`src/rtl/mem_fetch_unit_if.sv`:
```
// Memory request port between the fetch unit and the memory system.
//   mem_req   : an access is outstanding (held until mem_ack)
//   mem_we    : outstanding access is a write
//   mem_addr  : byte address, stable while mem_req is high
//   mem_wdata : store data, stable while mem_req is high
//   mem_rdata : read data, valid with mem_ack
//   mem_ack   : completes the outstanding access
interface mem_fetch_unit_if;
  logic        mem_req;
  logic        mem_we;
  logic [31:0] mem_addr;
  logic [31:0] mem_wdata;
  logic [31:0] mem_rdata;
  logic        mem_ack;

  modport master (output mem_req, mem_we, mem_addr, mem_wdata,
                  input  mem_rdata, mem_ack);
  modport slave  (input  mem_req, mem_we, mem_addr, mem_wdata,
                  output mem_rdata, mem_ack);
endinterface

```
`src/rtl/mem_fetch_unit.sv`:
```
// Multicycle-CPU memory fetch unit: owns PC, IR and MDR, turns controller
// strobes into single outstanding memory accesses and stalls the controller
// until each access completes (or a watchdog gives up on it).
//   clk, reset        : clock, async active-high reset
//   pcEn, IRwrite, memwrite, memread, IorD, pcsrc : controller strobes
//   aluresult, aluout, writedata : datapath sources for PC / address / store
//   mem               : memory request port (master side)
//   pc, instr, mdr    : architectural registers; op/funct decode of instr
//   stall             : hold controller state while high
//   err               : sticky watchdog timeout flag
module mem_fetch_unit (
  input  logic                    clk,
  input  logic                    reset,
  input  logic                    pcEn,
  input  logic                    IRwrite,
  input  logic                    memwrite,
  input  logic                    memread,
  input  logic                    IorD,
  input  logic [1:0]              pcsrc,
  input  logic [31:0]             aluresult,
  input  logic [31:0]             aluout,
  input  logic [31:0]             writedata,
  mem_fetch_unit_if.master        mem,
  output logic [31:0]             pc,
  output logic [31:0]             instr,
  output logic [31:0]             mdr,
  output logic [5:0]              op,
  output logic [5:0]              funct,
  output logic                    stall,
  output logic                    err
);
  localparam logic [0:0] S_IDLE = 1'b0;
  localparam logic [0:0] S_BUSY = 1'b1;

  localparam logic [1:0] K_FETCH = 2'd0;
  localparam logic [1:0] K_READ  = 2'd1;
  localparam logic [1:0] K_WRITE = 2'd2;

  logic [0:0]  r_state;
  logic [31:0] r_addr;
  logic [31:0] r_wdata;
  logic [1:0]  r_kind;
  logic [7:0]  r_cnt;
  logic [31:0] r_pc;
  logic [31:0] r_instr;
  logic [31:0] r_mdr;
  logic        r_err;

  logic        w_areq;
  logic [1:0]  w_kind;
  logic        w_busy;
  logic        w_ack;
  logic        w_tmo;
  logic [31:0] w_pc_next;

  assign w_areq = IRwrite | memread | memwrite;
  // Fetch wins over a simultaneous store.
  assign w_kind = IRwrite ? K_FETCH : (memwrite ? K_WRITE : K_READ);
  assign w_busy = (r_state == S_BUSY);
  // Ack only means something while an access is outstanding.
  assign w_ack  = w_busy & mem.mem_ack;
  // 255th BUSY cycle without ack: counter is about to reach 255, give up.
  assign w_tmo  = w_busy & ~mem.mem_ack & (r_cnt == 8'd254);

  // The timeout cycle releases the controller so it is not wedged forever.
  assign stall = (~w_busy & w_areq) | (w_busy & ~mem.mem_ack & ~w_tmo);

  assign mem.mem_req   = w_busy;
  assign mem.mem_we    = w_busy & (r_kind == K_WRITE);
  assign mem.mem_addr  = r_addr;
  assign mem.mem_wdata = r_wdata;

  always_comb begin
    w_pc_next = r_pc;
    case (pcsrc)
      2'b00:   w_pc_next = aluresult;
      2'b01:   w_pc_next = aluout;
      2'b10:   w_pc_next = {r_pc[31:28], r_instr[25:0], 2'b00};
      default: w_pc_next = r_pc;
    endcase
  end

  always_ff @(posedge clk or posedge reset) begin
    if (reset) begin
      r_state <= S_IDLE;
      r_addr  <= '0;
      r_wdata <= '0;
      r_kind  <= K_FETCH;
      r_cnt   <= '0;
      r_pc    <= '0;
      r_instr <= '0;
      r_mdr   <= '0;
      r_err   <= 1'b0;
    end else begin
      if (pcEn && !stall) r_pc <= w_pc_next;
      case (r_state)
        S_IDLE: begin
          if (w_areq) begin
            r_addr  <= IorD ? aluout : r_pc;
            r_wdata <= writedata;
            r_kind  <= w_kind;
            r_cnt   <= '0;
            r_state <= S_BUSY;
          end
        end
        default: begin
          if (w_ack) begin
            if (r_kind == K_FETCH) r_instr <= mem.mem_rdata;
            if (r_kind == K_READ)  r_mdr   <= mem.mem_rdata;
            r_state <= S_IDLE;
          end else begin
            r_cnt <= r_cnt + 8'd1;
            if (w_tmo) begin
              r_err   <= 1'b1;
              r_state <= S_IDLE;
            end
          end
        end
      endcase
    end
  end

  assign pc    = r_pc;
  assign instr = r_instr;
  assign mdr   = r_mdr;
  assign err   = r_err;
  assign op    = r_instr[31:26];
  assign funct = r_instr[5:0];
endmodule

```
`src/flat_wrapper.sv`:
```
// flat-port wrapper written by rule: the top's interface ports become plain ports
module mem_fetch_unit_flat 
  (clk, reset, pcEn, IRwrite, memwrite, memread, IorD, pcsrc, aluresult, aluout, writedata, pc, instr, mdr, op, funct, stall, err, mem_mem_req, mem_mem_we, mem_mem_addr, mem_mem_wdata, mem_mem_rdata, mem_mem_ack);
  mem_fetch_unit_if mem_i ();
  input  logic clk;
  input  logic reset;
  input  logic pcEn;
  input  logic IRwrite;
  input  logic memwrite;
  input  logic memread;
  input  logic IorD;
  input  logic [1:0] pcsrc;
  input  logic [31:0] aluresult;
  input  logic [31:0] aluout;
  input  logic [31:0] writedata;
  output logic [31:0] pc;
  output logic [31:0] instr;
  output logic [31:0] mdr;
  output logic [5:0] op;
  output logic [5:0] funct;
  output logic stall;
  output logic err;
  output wire logic [$bits(mem_i.mem_req)-1:0] mem_mem_req;
  output wire logic [$bits(mem_i.mem_we)-1:0] mem_mem_we;
  output wire logic [$bits(mem_i.mem_addr)-1:0] mem_mem_addr;
  output wire logic [$bits(mem_i.mem_wdata)-1:0] mem_mem_wdata;
  input wire logic [$bits(mem_i.mem_rdata)-1:0] mem_mem_rdata;
  input wire logic [$bits(mem_i.mem_ack)-1:0] mem_mem_ack;
  assign mem_mem_req = mem_i.mem_req;
  assign mem_mem_we = mem_i.mem_we;
  assign mem_mem_addr = mem_i.mem_addr;
  assign mem_mem_wdata = mem_i.mem_wdata;
  assign mem_i.mem_rdata = mem_mem_rdata;
  assign mem_i.mem_ack = mem_mem_ack;
  mem_fetch_unit u_core (.clk(clk), .reset(reset), .pcEn(pcEn), .IRwrite(IRwrite), .memwrite(memwrite), .memread(memread), .IorD(IorD), .pcsrc(pcsrc), .aluresult(aluresult), .aluout(aluout), .writedata(writedata), .mem(mem_i), .pc(pc), .instr(instr), .mdr(mdr), .op(op), .funct(funct), .stall(stall), .err(err));
endmodule
```
`config.mk`:
```
export PLATFORM = sky130hd
export DESIGN_NAME = mem_fetch_unit_flat
export DESIGN_NICKNAME = d
export VERILOG_FILES = /design/src/rtl/mem_fetch_unit_if.sv /design/src/rtl/mem_fetch_unit.sv /design/src/flat_wrapper.sv
export SDC_FILE = /design/constraint.sdc
export NUM_CORES = 1
export LEC_CHECK = 0
export CAP_MARGIN = 10
export CORE_MARGIN = 8
export CORE_UTILIZATION = 43
export DETAILED_ROUTE_END_ITERATION = 16
export GPL_TIMING_DRIVEN = 0
export PLACE_DENSITY = 0.86
export SYNTH_ARGS = -nofsm -noshare
export SYNTH_HDL_FRONTEND = slang
export SYNTH_SLANG_ARGS = --single-unit
```
`constraint.sdc`:
```
create_clock -name clk -period 6.35 [get_ports clk]
set_input_delay 1.27 -clock clk [delete_from_list [all_inputs] [get_ports clk]]
set_output_delay 1.27 -clock clk [all_outputs]
set_load 0.1 [all_outputs]
```
==> flow_summary.yaml <==
cts:
  ctsRootBufferMaster: "clkbuf_16"
  cts_hold_buf: 0
  cts_sinks: 172
  cts_resized: 0
  clk_latency_ns: 0.43
  cts_buffer_depth: 2
  clk_pin_slew_ns: 0.06
  cts_tree: "built"
  ctsHtreeMaxLevel: 4
  post-cts-setup-buffers: 0
  cts_buffers: 17
cells_and_area:
  syn_to_final_growth_pct: 52.7
  drive_gt1_share_pct: 15.1
  antennaDiodeCount: 0
  fill_cells: 1336
  final_cell_mix: "clkdlybuf4s50_1, dfrtp_1, nand2_1"
  mostFrequentLayoutCell: "clkdlybuf4s50_1"
  finalNetCount: 1151
global_route:
  antenna_found_initial: 0
  grt_use_total_pct: 23.1
  grt_max_degree: 104
  grt_pass1_wl_um: 39400
  grt_overflow_total: 0
  grt_pass1_vias: 6805
route:
  dr_wl_met2_um: 12800
  drc_errors: 0
  drtAntennaViolNets: 0
  drt_wl_total_um: 25800
  wl_met1_um: 10200
  top_layer: "met4"
  vias_per_cell: 5.18
  drt_pass1_iterations: 8
  wl_met3_um: 2220
  wl_per_cell_um: 20.7
  vias: 6442
  drtIter0Drc: 386
sta:
  timing.fmax_mhz: 196
  period_needed_ns: 5.09
  skew_ns: 0.00900
  fin_crit_sh_pct: 80.2
  setup_viol: 0
  relSlewSlack_pct: 29.9
  worst_slew_pin_slew_ns: 1.05
  final-hold-violation-count: 0
  rsz0062_at_grt: "no"
  finalSetupTns_ns: 0
  drv_slew: 0
yosys:
  synth_cell_type_count: 36
  yosysWarnings: 0
  syn_avg_cell_area_um2: 11.3
  synth_flop_cell: "dfrtp_1"
  syn_inst: 675
  synth_edf_count: 0
  syn_nets: 819
  yosysSeqAreaShare_pct: 56.4
  async_reset_ff_share_pct: 100
  syn_area_um2: 7630
  ys_ff_latch: 172
setup_path:
  cp_max_fo: 10
  start_kind: "input port"
  arrival_ns: 3.82
  required_ns: 5.08
  end_kind: "output pin"
  critPathKind: "in2out"
run_status:
  status: "complete, no violations"
floorplan:
  dieArea_um2: 22300
  die_w_um: 149
  start_util_pct: 44.0
  coreArea_um2: 17400
  die_y_um: 149
  rows: 48
  pin_count: 314
placement:
  dp_hpwl_um: 19400
  io_buffers: 312
  gp_congestion: 0.792
flow_run:
  maxCapViolCount: 0
worst_hold_path:
  hold_class: "reg2reg"
==> synthesized netlist by cell type (2+ instances only) <==
library cell / instances / area share (%)
o211ai_1: 2 / 0.20
a22oi_1: 27 / 2.7
o21ai_0: 43 / 2.8
buf_2: 6 / 0.39
buf_1: 5 / 0.25
inv_1: 13 / 0.64
nand2_1: 136 / 6.7
buf_4: 13 / 1.3
a21oi_1: 28 / 1.8
ha_1: 6 / 0.98
or2_2: 2 / 0.16
dfrtp_1: 172 / 56
mux2_4: 20 / 3.9
mux2_2: 76 / 11
buf_12: 2 / 0.52
nor2_1: 32 / 1.6
mux2i_1: 33 / 4.3
nand3_1: 12 / 0.79
xor2_1: 2 / 0.23
clkbuf_1: 29 / 1.4
==> worst max-delay path, cell delays in order <==
cell and delay [ns]:
clkdlybuf4s50_1 0.48, or2_1 0.14, o21a_1 0.17, clkbuf_1 0.41, or2_2 0.20, clkdlybuf4s50_1 1.14
==> sequential cells by signal, indices dropped and copies added, names as in the netlist <==
name / cells
u_core.mdr: 32
u_core.mem.mem_wdata: 32
u_core.pc: 32
u_core.r_kind: 2
u_core.instr: 32
u_core.mem.mem_addr: 32
u_core.r_cnt: 8
u_core.mem.mem_req: 1
u_core.err: 1
==> metrics by stage <==
step	util (%)	instances	hold slack (ns)	area, um^2	setup slack, ns
global route	67.1	1244	0.493	11700	1.12
global placement	63.6	1212	0.456	11000	-2.04
finish	67.1	1244	0.473	11700	1.26
CTS	67.1	1244	0.477	11700	1.20
detailed placement	63.8	1213	0.461	11100	1.20
floorplan	-	675	0.445	7630	0.420
==> area by class of cell <==
type	instances	area, um^2	area share (%)
inverters	13	56.3	0.483
repair buffers	313	3150	27.0
well taps	225	282	2.42
multi-input cells	435	2990	25.6
clock buffers	23	498	4.27
plain buffers	55	295	2.53
flip-flops and latches	172	4300	36.9
clock inverters	8	83.8	0.719
==> cells by family after synthesis <==
family / Yosys count / synth area share, %
mux: 129 / 19.5
buf+inv: 68 / 4.51
fa+ha+maj: 6 / 0.983
xor+xnor: 2 / 0.230
compound gates: 108 / 8.46
flops: 172 / 56.4
simple gates: 190 / 9.97
==> layer usage <==
| layer | track usage, % | vias up |
|---|---|---|
| li1 | - | 2966 |
| met1 | 26.9 | 3177 |
| met2 | 38.9 | 260 |
| met3 | 7.52 | 39 |
| met4 | 8.43 | 0 |
| met5 | 0 | - |
==> final timing paths <==
kind	from	endpoint	slack [ns]	depth (start not counted)
worst max-delay path	IRwrite	stall	1.26	6
worst min-delay path	u_core.mem.mem_wdata[0]	u_core.mem.mem_wdata[0]	0.47	2
worst max register to register	u_core.mem.mem_req	u_core.instr[23]	4.28	4
worst min register to register	u_core.mem.mem_wdata[0]	u_core.mem.mem_wdata[0]	0.47	2
max in group asynchronous	reset	u_core.mdr[10]	4.17	3
min in group asynchronous	reset	u_core.mem.mem_wdata[16]	1.28	2
Power is not shown: default switching activity piles up to over one toggle a cycle in this logic, so the estimate is an artifact.
==> edit, RTL diff (config.mk and constraints unchanged) <==
Reset style: synchronous (`reset`), changed in one clocked block. Comments in the files are not updated.
--- a/src/rtl/mem_fetch_unit.sv
+++ b/src/rtl/mem_fetch_unit.sv
@@ -80,7 +80,7 @@
     endcase
   end
 
-  always_ff @(posedge clk or posedge reset) begin
+  always_ff @(posedge clk) begin
     if (reset) begin
       r_state <= S_IDLE;
       r_addr  <= '0;
Formal check against the unedited RTL: differs if reset is asserted again (counterexample within 4 cycles, from zero or initial values and one cycle with reset high); with reset held inactive, the same outputs for 4 cycles.
==> edit against the original RTL <==
Design area fell by 2.8%; worst setup slack got worse by 110 ps; clock skew rose by 1.8 ps; via count rose by 23%; area after synthesis fell by 3.5%; wire length rose by 14%; sequential cell count did not move; synthesized cell count rose by 34%.
==> edit: results (changes against the original RTL) <==
- The number of antenna violations at the first check in global routing was 1 (+1).
- The via count of the first global-routing pass is 7,524 (+11%).
- The fraction of the mapped netlist area in compound gates is 20.7% (+12 points).
- The number of DRC markers in iteration 0 was 853 (+120%).
- The flow ran to the end, and the final reports show no timing, DRC or antenna violations.
- The total of buffers placed on input and output ports is 311 (-0.32%).
- The distinct cell type count of the synthesized netlist is 41 (+14%).
- The fraction of layout instances using a drive strength above 1 is 6.74% (-8.4 points).
- The net count reported at finish is 1,378 (+20%).
- The routability congestion estimate came to 0.906 (+14%).
- The wire length of the first global-routing pass is 44.2 mm (+12%).
- The met2 track demand over resource was 43.2% (+4.3 points).
- After synthesis, the cell types taking the most area are sky130_fd_sc_hd__dfxtp_1 (47%), sky130_fd_sc_hd__nand2_1 (10%), sky130_fd_sc_hd__a21oi_1 (7.5%), sky130_fd_sc_hd__a211oi_1 (5.9%), sky130_fd_sc_hd__mux2i_1 (4.3%).
- The path depth of the worst reg2reg path is 7 (+3).
- The xor/xnor share of the synthesized area came to 0% (-0.23 points).
- Ranked by instance count, the synthesized netlist is headed by sky130_fd_sc_hd__nand2_1 (197), sky130_fd_sc_hd__dfxtp_1 (172), sky130_fd_sc_hd__a21oi_1 (111).
- The arrival time reported for the critical path endpoint is 3940 ps (+120 ps).
- The adder-cell area share of the yosys netlist is 1.02% (+0.036 points).
- The global-route usage over all layers came to 26.3% (+3.3 points).
- Among all flip-flop cells after synthesis, the most frequent one is sky130_fd_sc_hd__dfxtp_1.
- The critical-path maximum fanout is 10 (unchanged).
- The met3 demand-to-capacity share in global routing is 6.27% (-1.2 points).
- The net count of the mapped netlist is 1,048 (+28%).
- The largest clock skew in the final design is 10.8 ps (+1.75 ps).
- The met1 usage in global routing came to 31.9% (+4.9 points).
- The average wire per standard cell was 20.0 µm (-3.5%).
- The part of the Yosys area used for sequential elements is 46.8% (-9.6 points).
- The sum of net half-perimeters after detailed placement is 23.2 mm (+19%).
- The count of vias placed by the detailed router is 7,924 (+23%).
- The largest net degree at the start of global routing is 17 (-84%).
- The fraction of registers with async set or reset after synthesis was 0% (-100 points).
- The fraction of synthesized area in multiplexers is 4.35% (-15 points).
- The delay contributed by the slowest stage of the critical path is 1000 ps (-140 ps).
edit: cell count changes in the layout (fill, tap and decap cells not counted), sizes merged, moves of 60 or more:
| cell | unedited run | this run |
|---|---|---|
| dfxtp | 0 | 172 |
| a21oi | 28 | 113 |
| nand2 | 136 | 198 |
| mux2 | 96 | 0 |
| dfrtp | 172 | 0 |
| a211oi | 0 | 60 |
edit: power by group:
group / total [mW] / switching [mW] / internal, mW
combinational: 0.924 / 0.666 / 0.258
sequential: 1.18 / 0.0413 / 1.14
clock: 1.02 / 0.455 / 0.564
total: 3.12 / 1.16 / 1.96
edit: final timing paths:
| path | from | to | slack, ps |
|---|---|---|---|
| worst max-delay path | mem_mem_ack | stall | 1140 |
| worst min register to register | u_core.mdr[8] | u_core.mdr[8] | 450 |
| worst min-delay path | u_core.mdr[8] | u_core.mdr[8] | 450 |
| worst max register to register | u_core.r_cnt[0] | u_core.pc[16] | 4380 |
edit: final cells by class:
type / count / share of cell area [%]
Multi-Input combinational cell: 640 / 30.6
Clock buffer: 20 / 4.03
Timing Repair Buffer: 311 / 27.5
Clock inverter: 12 / 0.994
Antenna cell: 1 / 0.0221
Inverter: 4 / 0.133
Tap cell: 225 / 2.48
Sequential cell: 172 / 30.4
Buffer: 88 / 3.85
edit: worst reg2reg max path: cells and delay by family, from the launching register on:
kind	cells	cell delay [ps]
AOI/OAI and AO/OA	2	250
adders and majority gates	1	140
buffers and inverters	2	300
DFF	1	340
and+or+nand+nor	2	800
edit: kinds of logic after synthesis:
family                     Yosys count
muxes                               32
DFF                                172
buffers and inverters               92
and+or+nand+nor                    355
adders and majority gates            6
AOI/OAI and AO/OA                  247
edit: metal layers:
metal	vias to the layer above	wire [µm]
met5	-	0
met4	0	1130
met3	60	2330
met2	365	14200
met1	3724	11800
li1	3775	-
edit: per-stage QoR:
step	hold slack (ps)	setup WS (ps)	total power [mW]	instance area, µm²	instances
after CTS	454	1150	3.13	11300	1472
final	453	1140	3.12	11300	1473
after global routing	470	1070	3.22	11300	1473
after detailed placement	445	1150	2.12	10800	1440
after floorplan	462	1440	1.83	7360	904
after global placement	440	1160	2.11	10800	1440
